`config.mk`:
```
export PLATFORM = sky130hd
export DESIGN_NAME = instr_encoder
export DESIGN_NICKNAME = d
export VERILOG_FILES = /design/src/rtl/instr_encoder_pkg.sv /design/src/rtl/instr_encoder_word_pack.sv /design/src/rtl/instr_encoder.sv
export SDC_FILE = /design/constraint.sdc
export NUM_CORES = 1
export LEC_CHECK = 0
export ABC_AREA = 1
export BUFFER_PORTS_ARGS = -buffer_cell sky130_fd_sc_hd__clkbuf_2
export CAP_MARGIN = 15
export CORE_MARGIN = 4
export CORE_UTILIZATION = 44
export CTS_BUF_LIST = sky130_fd_sc_hd__clkbuf_16
export DETAILED_ROUTE_END_ITERATION = 8
export MAX_ROUTING_LAYER = met4
export PLACE_DENSITY = 0.79
export SYNTH_ARGS = -nofsm -noshare
export SYNTH_HDL_FRONTEND = slang
export SYNTH_SLANG_ARGS = --single-unit
```
`constraint.sdc`:
```
create_clock -name clk -period 1.55 [get_ports clk]
set_clock_uncertainty 0.1 [all_clocks]
set_input_delay 0.155 -clock clk [delete_from_list [all_inputs] [get_ports clk]]
set_output_delay 0.155 -clock clk [all_outputs]
set_load 0.01 [all_outputs]
```
`src/rtl/instr_encoder_pkg.sv`:
```
// instr_encoder_pkg: shared op numbering, opcode/mode constants and FSM encoding
package instr_encoder_pkg;

  typedef enum logic [3:0] {
    OP_NOP = 4'd0,
    OP_MOV = 4'd1,
    OP_MVN = 4'd2,
    OP_ADD = 4'd3,
    OP_ADC = 4'd4,
    OP_SUB = 4'd5,
    OP_SBC = 4'd6,
    OP_AND = 4'd7,
    OP_ORR = 4'd8,
    OP_EOR = 4'd9,
    OP_CMP = 4'd10,
    OP_TST = 4'd11,
    OP_LDR = 4'd12,
    OP_STR = 4'd13,
    OP_B   = 4'd14,
    OP_ILL = 4'd15
  } op_e;

  localparam logic [3:0] DP_AND  = 4'b0000;
  localparam logic [3:0] DP_EOR  = 4'b0001;
  localparam logic [3:0] DP_SUB  = 4'b0010;
  localparam logic [3:0] DP_ADD  = 4'b0100;
  localparam logic [3:0] DP_ADC  = 4'b0101;
  localparam logic [3:0] DP_SBC  = 4'b0110;
  localparam logic [3:0] DP_TST  = 4'b1000;
  localparam logic [3:0] DP_CMP  = 4'b1010;
  localparam logic [3:0] DP_ORR  = 4'b1100;
  localparam logic [3:0] DP_MOV  = 4'b1101;
  localparam logic [3:0] DP_MVN  = 4'b1111;
  localparam logic [3:0] MEM_OPC = 4'b0100;

  localparam logic [1:0] MODE_DP  = 2'b00;
  localparam logic [1:0] MODE_MEM = 2'b01;
  localparam logic [1:0] MODE_BR  = 2'b10;
  localparam logic [1:0] MODE_NOP = 2'b11;

  typedef enum logic [1:0] {
    ST_IDLE  = 2'd0,
    ST_WRITE = 2'd1,
    ST_FULL  = 2'd2
  } state_e;

endpackage

```
`src/rtl/instr_encoder_word_pack.sv`:
```
// instr_word_pack: combinational abstract-op to 32-bit instruction word encoder
module instr_word_pack
  import instr_encoder_pkg::*;
(
  input  logic [3:0]  op,
  input  logic [3:0]  cond,
  input  logic        s,
  input  logic        i,
  input  logic [3:0]  rn,
  input  logic [3:0]  rd,
  input  logic [23:0] operand,
  output logic [31:0] word,
  output logic        illegal
);

  logic [3:0]  opc;
  logic        cmp_like;
  logic        mov_like;
  logic [31:0] dp_word;
  logic [31:0] mem_word;
  logic [31:0] br_word;

  // data-processing opcode lookup; non-DP ops fall through to AND and are unused
  always_comb begin
    opc = DP_AND;
    case (op)
      OP_MOV:  opc = DP_MOV;
      OP_MVN:  opc = DP_MVN;
      OP_ADD:  opc = DP_ADD;
      OP_ADC:  opc = DP_ADC;
      OP_SUB:  opc = DP_SUB;
      OP_SBC:  opc = DP_SBC;
      OP_ORR:  opc = DP_ORR;
      OP_EOR:  opc = DP_EOR;
      OP_CMP:  opc = DP_CMP;
      OP_TST:  opc = DP_TST;
      default: opc = DP_AND;
    endcase
  end

  // compares always set flags and have no destination; moves have no first operand
  assign cmp_like = (op == OP_CMP) || (op == OP_TST);
  assign mov_like = (op == OP_MOV) || (op == OP_MVN);
  assign dp_word  = {cond, MODE_DP, i, opc, s | cmp_like, mov_like ? 4'h0 : rn,
                     cmp_like ? 4'h0 : rd, operand[11:0]};
  assign mem_word = {cond, MODE_MEM, i, MEM_OPC, op == OP_LDR, rn, rd, operand[11:0]};
  assign br_word  = {cond, MODE_BR, 2'b10, operand};
  assign illegal  = op == OP_ILL;
  assign word     = (op == OP_NOP) ? {cond, MODE_NOP, 26'b0} :
                    (op == OP_LDR || op == OP_STR) ? mem_word :
                    (op == OP_B) ? br_word :
                    illegal ? 32'h0 : dp_word;

endmodule

```
`src/rtl/instr_encoder.sv`:
```
// instr_encoder: encodes one abstract op per handshake and writes it to imem at an auto-incrementing address
module instr_encoder
  import instr_encoder_pkg::*;
#(
  parameter int ADDR_W = 10
) (
  input  logic              clk,
  input  logic              rst_n,
  input  logic              req_valid,
  output logic              req_ready,
  input  logic [3:0]        req_op,
  input  logic [3:0]        req_cond,
  input  logic              req_s,
  input  logic              req_i,
  input  logic [3:0]        req_rn,
  input  logic [3:0]        req_rd,
  input  logic [23:0]       req_operand,
  input  logic              clear,
  output logic              imem_we,
  output logic [ADDR_W-1:0] imem_addr,
  output logic [31:0]       imem_wdata,
  input  logic              imem_ready,
  output logic [ADDR_W:0]   word_count,
  output logic              full,
  output logic              err
);

  state_e              state_q, state_d;
  logic [ADDR_W-1:0]   ptr_q, ptr_d;
  logic [ADDR_W:0]     cnt_q, cnt_d;
  logic [31:0]         wdata_q, wdata_d;
  logic                err_q, err_d;
  logic [31:0]         word;
  logic                illegal;
  logic                accept;

  instr_word_pack u_pack (
    .op      (req_op),
    .cond    (req_cond),
    .s       (req_s),
    .i       (req_i),
    .rn      (req_rn),
    .rd      (req_rd),
    .operand (req_operand),
    .word    (word),
    .illegal (illegal)
  );

  assign req_ready = (state_q == ST_IDLE) && !clear;
  assign accept    = req_valid && req_ready;

  // next-state: clear dominates; illegal ops are acknowledged without writing
  always_comb begin
    state_d = state_q;
    ptr_d   = ptr_q;
    cnt_d   = cnt_q;
    wdata_d = wdata_q;
    err_d   = 1'b0;
    if (clear) begin
      state_d = ST_IDLE;
      ptr_d   = '0;
      cnt_d   = '0;
    end else begin
      case (state_q)
        ST_IDLE: if (accept) begin
          err_d = illegal;
          if (!illegal) begin
            wdata_d = word;
            state_d = ST_WRITE;
          end
        end
        ST_WRITE: if (imem_ready) begin
          ptr_d   = ptr_q + 1'b1;
          cnt_d   = cnt_q + 1'b1;
          state_d = (&ptr_q) ? ST_FULL : ST_IDLE;
        end
        ST_FULL: state_d = ST_FULL;
        default: state_d = ST_IDLE;
      endcase
    end
  end

  // state and datapath registers; reset aborts any in-flight write
  always_ff @(posedge clk or negedge rst_n) begin
    if (!rst_n) begin
      state_q <= ST_IDLE;
      ptr_q   <= '0;
      cnt_q   <= '0;
      wdata_q <= '0;
      err_q   <= 1'b0;
    end else begin
      state_q <= state_d;
      ptr_q   <= ptr_d;
      cnt_q   <= cnt_d;
      wdata_q <= wdata_d;
      err_q   <= err_d;
    end
  end

  assign imem_we    = state_q == ST_WRITE;
  assign imem_addr  = ptr_q;
  assign imem_wdata = wdata_q;
  assign word_count = cnt_q;
  assign full       = state_q == ST_FULL;
  assign err        = err_q;

endmodule

```
==> impl_metrics.json, run 1 <==
{
  "outcome": "complete, no violations",
  "gp_congestion": 0.882,
  "die_w_um": 91.1,
  "num_antenna_cells": 0,
  "synth.net_count": 452,
  "viasPerCell": 4.94,
  "p_leak_uw": 0.00223,
  "clock_path_buffers": 2,
  "startpoint_type": "flop",
  "power.total_uw": 3880,
  "worst-path-max-fanout": 4,
  "ant_nets": 0,
  "slowest_delay_ns": 0.41,
  "synth-main-ff-cell": "dfrtp_1",
  "cp_cell_sequence": "nor2_2, nand2_2, inv_1, clkbuf_2",
  "synth_top_area_share_pct": 46.1,
  "cts_tree": "built",
  "core_region_area_sq_um": 6760,
  "drv_cap": 0,
  "synth_area_leaders": "dfrtp_1, nand2_1, inv_1",
  "p_int_uw": 2760,
  "r2r_slack_ns": 0.12,
  "postLayoutCoreUtil_pct": 60.1,
  "routed_wl_um": 7820,
  "antenna_found_initial": 0,
  "dr.pass1.iters": 4,
  "synthMuxAreaShare_pct": 0,
  "hp-class": "input pin to flop",
  "synth-compound-area-share_pct": 7.95,
  "place_inst": 583,
  "hold_viol": 0,
  "synth_xor_area_share_pct": 0,
  "cts_root_buf": "clkbuf_16",
  "slew_viol_final": 0,
  "vias": 3016,
  "synth-simple-area-share_pct": 35.0,
  "whs_endpoint": "err",
  "setup_viol": 0,
  "fin_cells": 610,
  "post-dp-hpwl_um": 5910,
  "areaGrowthSynthToFinish_pct": 33.8,
  "yosys_warnings": 0,
  "drive_gt1_share_pct": 29.2,
  "cts.sinks": 56,
  "clk_pin_slew_ns": 0.07,
  "drc": 0,
  "rsz0062_at_grt": "yes",
  "cts_buffers": 5,
  "final_nets": 585,
  "reg2regPathDepth": 7,
  "grt_pass1_wl_um": 13300,
  "p_sw_uw": 1110,
  "mostFrequentLayoutCells": "nand2_1, clkbuf_2, dfrtp_1",
  "htree_levels": 2,
  "fin_crit_ns": 1.45,
  "ys_ff_latch": 56,
  "min_path_cells": 3,
  "synth_edf_count": 0,
  "grt_max_degree": 57,
  "critical-path-slowest-cell": "dfrtp_1",
  "grtUsageTotal_pct": 19.9,
  "synth_largest_area_cell": "dfrtp_1",
  "synthArstFlopShare_pct": 100,
  "first_iter_violations": 137,
  "avgSynthCellArea_sq_um": 7.67,
  "clkPwrFrac_pct": 32.3,
  "whs_ns": 0.0221,
  "r2r-start": "state_q[1]",
  "r2r-end": "imem_addr[7]",
  "ios": 104,
  "yosysSeqAreaShare_pct": 46.1,
  "worstPathArrival_ns": 1.20,
  "vdd.ir_drop.worst_mv": 0.461,
  "netlist_instances": 396,
  "required_ns": 1.29,
  "clock_latency_ns": 0.29,
  "yosys.area_share.adder_pct": 3.71,
  "synth_top_family_by_area": "simple AND/OR/NAND/NOR gates",
  "p_seq_share_pct": 45.2,
  "gr-total-overflow": 0,
  "cp-startpoint": "state_q[0]",
  "switching_share_pct": 28.7,
  "p_comb_share_pct": 22.5,
  "fmax_mhz": 688,
  "port_buffers": 103,
  "synth_area_sq_um": 3040,
  "routedWlPerCell_um": 12.8,
  "hold_start": "req_valid",
  "relSlewSlack_pct": 76.5,
  "die_h_um": 91.1,
  "p_per_area_nw_per_um2": 954,
  "synth_cell_types": 32,
  "crit_path_end_kind": "output port",
  "fin_crit_sh_pct": 93.8,
  "path_class": "flop to output port",
  "grt_pass1_vias": 2936,
  "fill_cells": 621,
  "dieArea_sq_um": 8290,
  "rows": 30,
  "initial_core_util_pct": 44.9,
  "worst_pin_slew_ns": 0.348,
  "layout_commonest_cell": "nand2_1"
}
-- power groups by stage --
| stage | Clock (uW) | Combinational (uW) | Sequential [uW] |
|---|---|---|---|
| after global routing | 1340 | 982 | 1770 |
| after detailed placement | 0 | 842 | 1770 |
| final | 1250 | 872 | 1750 |
| after floorplan | 0 | 340 | 1860 |
| after global placement | 0 | 820 | 1770 |
| after CTS | 1280 | 879 | 1750 |
-- cell families (layout without fill, tap and decap cells) --
kind of cell,Yosys count,in the layout
AOI/OAI and AO/OA,46,46
DFF,56,56
adders and majority gates,9,9
and+or+nand+nor,234,234
buffers and inverters,51,185
-- critical path, delay by kind of cell, from the launching register on --
family	cells	cell delay, ns
flip-flops	1	0.41
AND/OR/NAND/NOR	2	0.25
buffers and inverters	2	0.24
-- registers in the layout (all words and copies together) (netlist names) --
| register | cells |
|---|---|
| imem_wdata | 32 |
| word_count | 11 |
| imem_addr | 10 |
| state_q | 2 |
| err | 1 |
-- Yosys cell counts, types with 2 or more instances --
| cell | n |
|---|---|
| a21oi_1 | 21 |
| buf_2 | 4 |
| buf_6 | 2 |
| clkbuf_1 | 2 |
| dfrtp_1 | 56 |
| ha_1 | 9 |
| inv_1 | 37 |
| inv_2 | 3 |
| nand2_1 | 143 |
| nand2_2 | 6 |
| nand2_4 | 3 |
| nand3_1 | 22 |
| nand3_2 | 7 |
| nand4_1 | 4 |
| nor2_1 | 32 |
| nor2_2 | 4 |
| nor3_1 | 7 |
| o21ai_0 | 19 |
| o21ai_1 | 2 |
-- cell type report --
cell class | instances | area [sq um] | share of cell area, %
inverter | 42 | 163 | 4.00
sequential | 56 | 1400 | 34.5
tap | 80 | 100 | 2.46
clock buffer | 5 | 125 | 3.08
clock inverter | 3 | 37.5 | 0.924
multi-input combinational | 289 | 1430 | 35.1
timing repair buffer | 135 | 811 | 20.0
-- metal layers --
| layer | wire length [um] | global-route usage (%) | vias up | part of all wire [%] |
|---|---|---|---|---|
| li1 | - | - | 1519 | - |
| met1 | 3320 | 24.5 | 1375 | 43 |
| met2 | 3910 | 33.7 | 112 | 50 |
| met3 | 472 | 3.48 | 10 | 6.0 |
| met4 | 109 | 5.40 | 0 | 1.4 |
| met5 | 0 | - | - | 0 |
-- timing repair --
| item | in CTS | in global routing |
|---|---|---|
| hold endpoints to repair | 72 | 0 |
| endpoints found under the setup margin | 0 | 10 |
| gates resized for setup | 0 | 3 |
| buffers inserted | 0 | 2 |
| hold buffers | 17 | 0 |
-- per-stage QoR --
stage	setup slack (ns)	instance area, sq um	TNS (ns)
floorplan	0.134	3040	0
global placement	0.0503	3700	0
detailed placement	0.0153	3700	0
CTS	0.0703	4040	0
global route	-0.0105	4060	-0.0186
finish	0.0968	4060	0
-- how the worst max path moves through the flow --
stage / slack (ns) / end / cells after the start
finish: 0.1 / req_ready / 4
global route: -0.01 / word_count[7] / 5
CTS: 0.07 / imem_addr[6] / 6
detailed placement: 0.02 / imem_wdata[16] / 8
global placement: 0.05 / imem_wdata[16] / 8
floorplan: 0.13 / word_count[10] / 6
Note: power is estimated with default switching activity, not from simulation.
==> inputs of run 2 (changes only) <==
--- a/config.mk
+++ b/config.mk
@@ -12,8 +12,11 @@
 export CORE_UTILIZATION = 44
 export CTS_BUF_LIST = sky130_fd_sc_hd__clkbuf_16
 export DETAILED_ROUTE_END_ITERATION = 8
+export HOLD_SLACK_MARGIN = 0.12
 export MAX_ROUTING_LAYER = met4
-export PLACE_DENSITY = 0.79
+export PLACE_DENSITY = 0.78
+export REMOVE_ABC_BUFFERS = 1
 export SYNTH_ARGS = -nofsm -noshare
 export SYNTH_HDL_FRONTEND = slang
+export SYNTH_HIERARCHICAL = 1
 export SYNTH_SLANG_ARGS = --single-unit
==> impl_metrics.json, run 2 <==
{
  "outcome": "complete, no violations",
  "port_buffers": 103,
  "routed_wl_um": 9600,
  "worst_pin_slew_ns": 0.310,
  "hp-class": "input pin to flop",
  "cts_buffers": 5,
  "cts_root_buf": "clkbuf_16",
  "grt_max_degree": 57,
  "fin_crit_sh_pct": 94.4,
  "first_iter_violations": 162,
  "yosys_warnings": 6,
  "areaGrowthSynthToFinish_pct": 37.1,
  "path_class": "flop to output port",
  "netlist_instances": 494,
  "drc": 0,
  "fill_cells": 658,
  "yosysSeqAreaShare_pct": 40.8,
  "initial_core_util_pct": 46.4,
  "die_w_um": 96.4,
  "fmax_mhz": 683,
  "largest_reg_flops": 32,
  "antenna_found_initial": 0,
  "die_h_um": 96.4,
  "cts.sinks": 56,
  "synth_area_leaders": "dfrtp_1, nand2_1, nand3_1",
  "dieArea_sq_um": 9290,
  "required_ns": 1.29,
  "routedWlPerCell_um": 12.9,
  "grt_pass1_wl_um": 16100,
  "slew_viol_final": 0,
  "startpoint_type": "flop",
  "dr.pass1.iters": 5,
  "rows": 31,
  "htree_levels": 2,
  "synthArstFlopShare_pct": 100,
  "vias": 3761,
  "avgSynthCellArea_sq_um": 6.96,
  "hold_viol": 0,
  "place_area_sq_um": 4280,
  "worst-path-max-fanout": 7,
  "postLayoutCoreUtil_pct": 63.6,
  "yosysMostFrequentCell": "nand2_1",
  "fin_crit_ns": 1.46,
  "synth_cell_types": 26,
  "finalInstanceArea_sq_um": 4710,
  "num_antenna_cells": 0,
  "clock_latency_ns": 0.29,
  "power.total_uw": 3850,
  "worstPathArrival_ns": 1.21,
  "setup_viol": 0,
  "drv_cap": 0,
  "crit_path_end_kind": "output port",
  "cts_tree": "built",
  "synthTopCellsByCount": "nand2_1, inv_1, nand3_1",
  "clock_path_buffers": 2,
  "ios": 104,
  "synth_top_area_share_pct": 40.8,
  "p_per_area_nw_per_um2": 816,
  "grtUsageTotal_pct": 22.4,
  "grt_pass1_vias": 3570,
  "core_region_area_sq_um": 7410,
  "pre_cts_ws_ns": -0.0773,
  "relSlewSlack_pct": 79.2,
  "place_inst": 709,
  "rsz0062_at_grt": "no",
  "synth_largest_area_cell": "dfrtp_1",
  "drive_gt1_share_pct": 26.2,
  "gr-total-overflow": 0,
  "setup_ws_ns": 0.0862,
  "p_leak_uw": 0.00275,
  "layout_commonest_cell": "nand2_1",
  "ant_nets": 0,
  "gp_congestion": 0.923,
  "post-dp-hpwl_um": 6970,
  "ys_ff_latch": 56,
  "synth-main-ff-cell": "dfrtp_1",
  "mostFrequentLayoutCells": "nand2_1, clkbuf_2, inv_1",
  "fin_cells": 744,
  "vdd.ir_drop.worst_mv": 0.537,
  "synth_edf_count": 0,
  "synth_area_sq_um": 3440,
  "final_nets": 700,
  "viasPerCell": 5.06,
  "clk_pin_slew_ns": 0.07
}
run 2: area by class of cell:
class	count	area, sq um	area share [%]
multi-input combinational	346	1650	35.0
sequential	56	1400	29.7
timing repair buffer	163	1120	23.7
inverter	72	270	5.74
clock buffer	5	125	2.66
tap	99	124	2.63
clock inverter	3	25.0	0.531
run 2: critical path, cell delays in order, from the launching register on:
cell      delay (ns)
dfrtp_1         0.38
nor2_1          0.10
nand2_1         0.10
inv_2           0.10
buf_12          0.12
clkbuf_2        0.12
run 2: routing by layer:
metal  vias to the layer above  global-route usage [%]  share of wire, %
met2                       203                    36.6                48
met4                         0                    4.79              0.44
met5                         -                       -                 0
met3                         7                    3.56               9.2
met1                      1691                    29.7                42
li1                       1860                       -                 -
run 2: cells by family (layout without fill, tap and decap cells):
group	count (synthesis)	in the layout	synth area share, %
AOI/OAI and AO/OA	34	34	5.17
xor gates and xnor gates	2	2	0.510
adders and majority gates	9	9	3.28
buffers and inverters	92	243	11.5
DFF	56	56	40.8
and+or+nand+nor	301	301	38.8
run 2: per-stage QoR:
stage	setup TNS, ns	hold slack [ns]
5_1_grt	0	0.187
6_report	0	0.138
3_5_place_dp	-1.15	0.0863
3_3_place_gp	-0.0747	0.0866
4_1_cts	0	0.131
2_1_floorplan	-17.58	-0.241
run 2: final timing paths:
path	startpoint	end	slack, ns	depth (start not counted)
worst max-delay path	state_q[0]	req_ready	0.09	5
worst min-delay path	imem_ready	state_q[0]	0.14	4
worst max register to register	imem_addr[1]	imem_addr[4]	0.12	7
worst min register to register	imem_wdata[6]	imem_wdata[6]	0.38	2
max in group asynchronous	rst_n	imem_wdata[15]	0.81	3
min in group asynchronous	rst_n	imem_addr[6]	0.29	3
run 2: what timing repair did:
item / in CTS / in global routing
setup endpoints to repair: 1 / 4
resized for setup: 0 / 3
cloned: 1 / 0
endpoints found under the hold margin: 78 / 0
buffers inserted: 3 / 2
hold buffers: 21 / 0
run 2: power breakdown:
group	internal [uW]	switching [uW]	leakage [uW]	total, uW
clock network	612	544	0.0000708	1160
logic	423	536	0.00194	959
registers	1620	106	0.000739	1730
==> inputs of run 3 (changes only) <==
--- a/config.mk
+++ b/config.mk
@@ -6,15 +6,18 @@
 export NUM_CORES = 1
 export LEC_CHECK = 0
 export ABC_AREA = 1
+export ABC_CLOCK_PERIOD_IN_PS = 1400
 export BUFFER_PORTS_ARGS = -buffer_cell sky130_fd_sc_hd__clkbuf_2
 export CAP_MARGIN = 15
+export CELL_PAD_IN_SITES_DETAIL_PLACEMENT = 1
+export CELL_PAD_IN_SITES_GLOBAL_PLACEMENT = 1
 export CORE_MARGIN = 4
-export CORE_UTILIZATION = 44
+export CORE_UTILIZATION = 36
 export CTS_BUF_LIST = sky130_fd_sc_hd__clkbuf_16
 export DETAILED_ROUTE_END_ITERATION = 8
 export HOLD_SLACK_MARGIN = 0.12
 export MAX_ROUTING_LAYER = met4
-export PLACE_DENSITY = 0.78
+export PLACE_DENSITY = 0.88
 export REMOVE_ABC_BUFFERS = 1
 export SYNTH_ARGS = -nofsm -noshare
 export SYNTH_HDL_FRONTEND = slang
==> constraint.sdc (replaced) <==
create_clock -name clk -period 1.4 [get_ports clk]
set_clock_uncertainty 0.1 [all_clocks]
set_input_delay 0.14 -clock clk [delete_from_list [all_inputs] [get_ports clk]]
set_output_delay 0.14 -clock clk [all_outputs]
set_load 0.01 [all_outputs]
==> impl_metrics.json, run 3 (synthesis gave the netlist of run 2 again) <==
{
  "outcome": "finished with violations",
  "violations": "setup timing",
  "antenna_found_initial": 0,
  "cts_buffers": 5,
  "fin_crit_sh_pct": 105,
  "cts_root_buf": "clkbuf_16",
  "gp_congestion": 0.914,
  "whs_endpoint": "state_q[0]",
  "worst-path-max-fanout": 9,
  "largest_reg_flops": 32,
  "fmax_mhz": 680,
  "dieArea_sq_um": 11200,
  "rsz0062_at_grt": "yes",
  "mostFrequentLayoutCells": "clkbuf_2, nand2_1, inv_1",
  "dr.pass1.iters": 4,
  "reg2regPathDepth": 9,
  "areaGrowthSynthToFinish_pct": 54.5,
  "cts.sinks": 56,
  "whs_ns": 0.136,
  "hp-class": "input pin to flop",
  "hold_start": "imem_ready",
  "path_class": "flop to flop",
  "vdd.ir_drop.worst_mv": 0.532,
  "grt_pass1_wl_um": 21100,
  "clock_path_buffers": 2,
  "p_per_area_nw_per_um2": 905,
  "cts_tree": "built",
  "drc": 0,
  "die_h_um": 106,
  "cp_cell_sequence": "buf_4, inv_2, nor2_4, nand2_2, nand2_4, buf_12, buf_4, nand4_1, o21ai_1",
  "drive_gt1_share_pct": 38.8,
  "num_antenna_cells": 0,
  "r2r_slack_ns": -0.07,
  "worstPathArrival_ns": 1.56,
  "grtUsageTotal_pct": 23.9,
  "critical-path-slowest-cell": "dfrtp_1",
  "p_leak_uw": 0.00296,
  "htree_levels": 2,
  "grt_max_degree": 33,
  "required_ns": 1.49,
  "fin_crit_ns": 1.47,
  "place_area_sq_um": 4450,
  "clk_pin_slew_ns": 0.07,
  "die_w_um": 106,
  "pre_cts_ws_ns": -0.235,
  "slew_viol_final": 0,
  "ios": 104,
  "grt_pass1_vias": 4313,
  "slowest_delay_ns": 0.41,
  "relSlewSlack_pct": 74.8,
  "routed_wl_um": 13400,
  "r2r-end": "word_count[8]",
  "worst_pin_slew_ns": 0.378,
  "gr-total-overflow": 0,
  "vias": 4020,
  "startpoint_type": "flop",
  "rows": 35,
  "first_iter_violations": 127,
  "finalInstanceArea_sq_um": 5310,
  "crit_path_end_kind": "flop",
  "layout_commonest_cell": "clkbuf_2",
  "routedWlPerCell_um": 16.8,
  "post-dp-hpwl_um": 8850,
  "viasPerCell": 5.04,
  "setup_ws_ns": -0.0713,
  "r2r-start": "state_q[0]",
  "hold_viol": 0,
  "port_buffers": 103,
  "setup_viol": 23,
  "ant_nets": 0,
  "min_path_cells": 4,
  "cp_top_family": "buffers and inverters",
  "core_region_area_sq_um": 9280,
  "cp.buffers_inverters": 4,
  "clock_latency_ns": 0.29,
  "crit_top_cell": "buf_4",
  "initial_core_util_pct": 37.0,
  "final_nets": 723,
  "drv_cap": 0
}
[run 3: cell types whose count changed in the layout (fill, tap and decap cells not counted), sizes merged]
cell	before	now
buf	38	64
bufbuf	1	0
bufinv	0	1
clkbuf	108	107
clkinvlp	1	0
dlygate4sd3	21	20
[run 3: worst max-delay path by stage]
stage | startpoint | endpoint | slack (ns) | cells past startpoint
after floorplan | req_op[0] | imem_wdata[0] | -0.66 | 7
after global placement | req_op[0] | imem_wdata[29] | -0.15 | 10
after detailed placement | req_op[0] | imem_wdata[28] | -0.23 | 10
after CTS | state_q[1] | imem_wdata[28] | -0.06 | 8
after global routing | state_q[1] | word_count[9] | -0.13 | 9
final | state_q[0] | word_count[8] | -0.07 | 9
[run 3: layout make-up]
class,count,area (sq um)
Inverter,72,275
Clock inverter,3,42.5
Timing Repair Buffer,186,1370
Multi-Input combinational cell,346,1940
Tap cell,129,161
Sequential cell,56,1400
Fill cell,1186,3970
Clock buffer,5,125
[run 3: per-stage QoR]
stage	util, %	setup TNS (ns)	total power [uW]	std cells
after global placement	47.9	-3.31	2960	755
after floorplan	-	-22.17	2390	474
after CTS	53.4	-1.28	4590	791
final	57.2	-0.479	4800	797
after detailed placement	47.9	-6.23	3000	755
after global routing	57.2	-3.07	5080	797
[run 3: what timing repair did]
item	in CTS	in global routing
gates resized for setup	13	97
hold endpoints to repair	78	0
pin swaps	6	9
setup endpoints to repair	35	57
hold buffers	20	0
cloned	1	3
setup buffers	7	5
[run 3: tightest hold or removal path, cell delays in order]
cell and delay [ns]:
clkbuf_2 0.11, inv_1 0.08, nand3_1 0.11, nand2_1 0.06
[run 3: routing by layer]
layer	wire (um)	up-vias	global-route usage [%]
met5	0	-	-
met4	361	0	6.75
met3	663	31	3.92
met2	7240	126	43.4
met1	5110	1963	27.1
li1	-	1900	-
[run 3: report_power, final]
part | leakage (uW) | switching [uW] | total (uW) | internal [uW]
registers | 0.000737 | 183 | 1980 | 1800
logic | 0.00214 | 736 | 1350 | 618
clock network | 0.0000856 | 621 | 1470 | 847
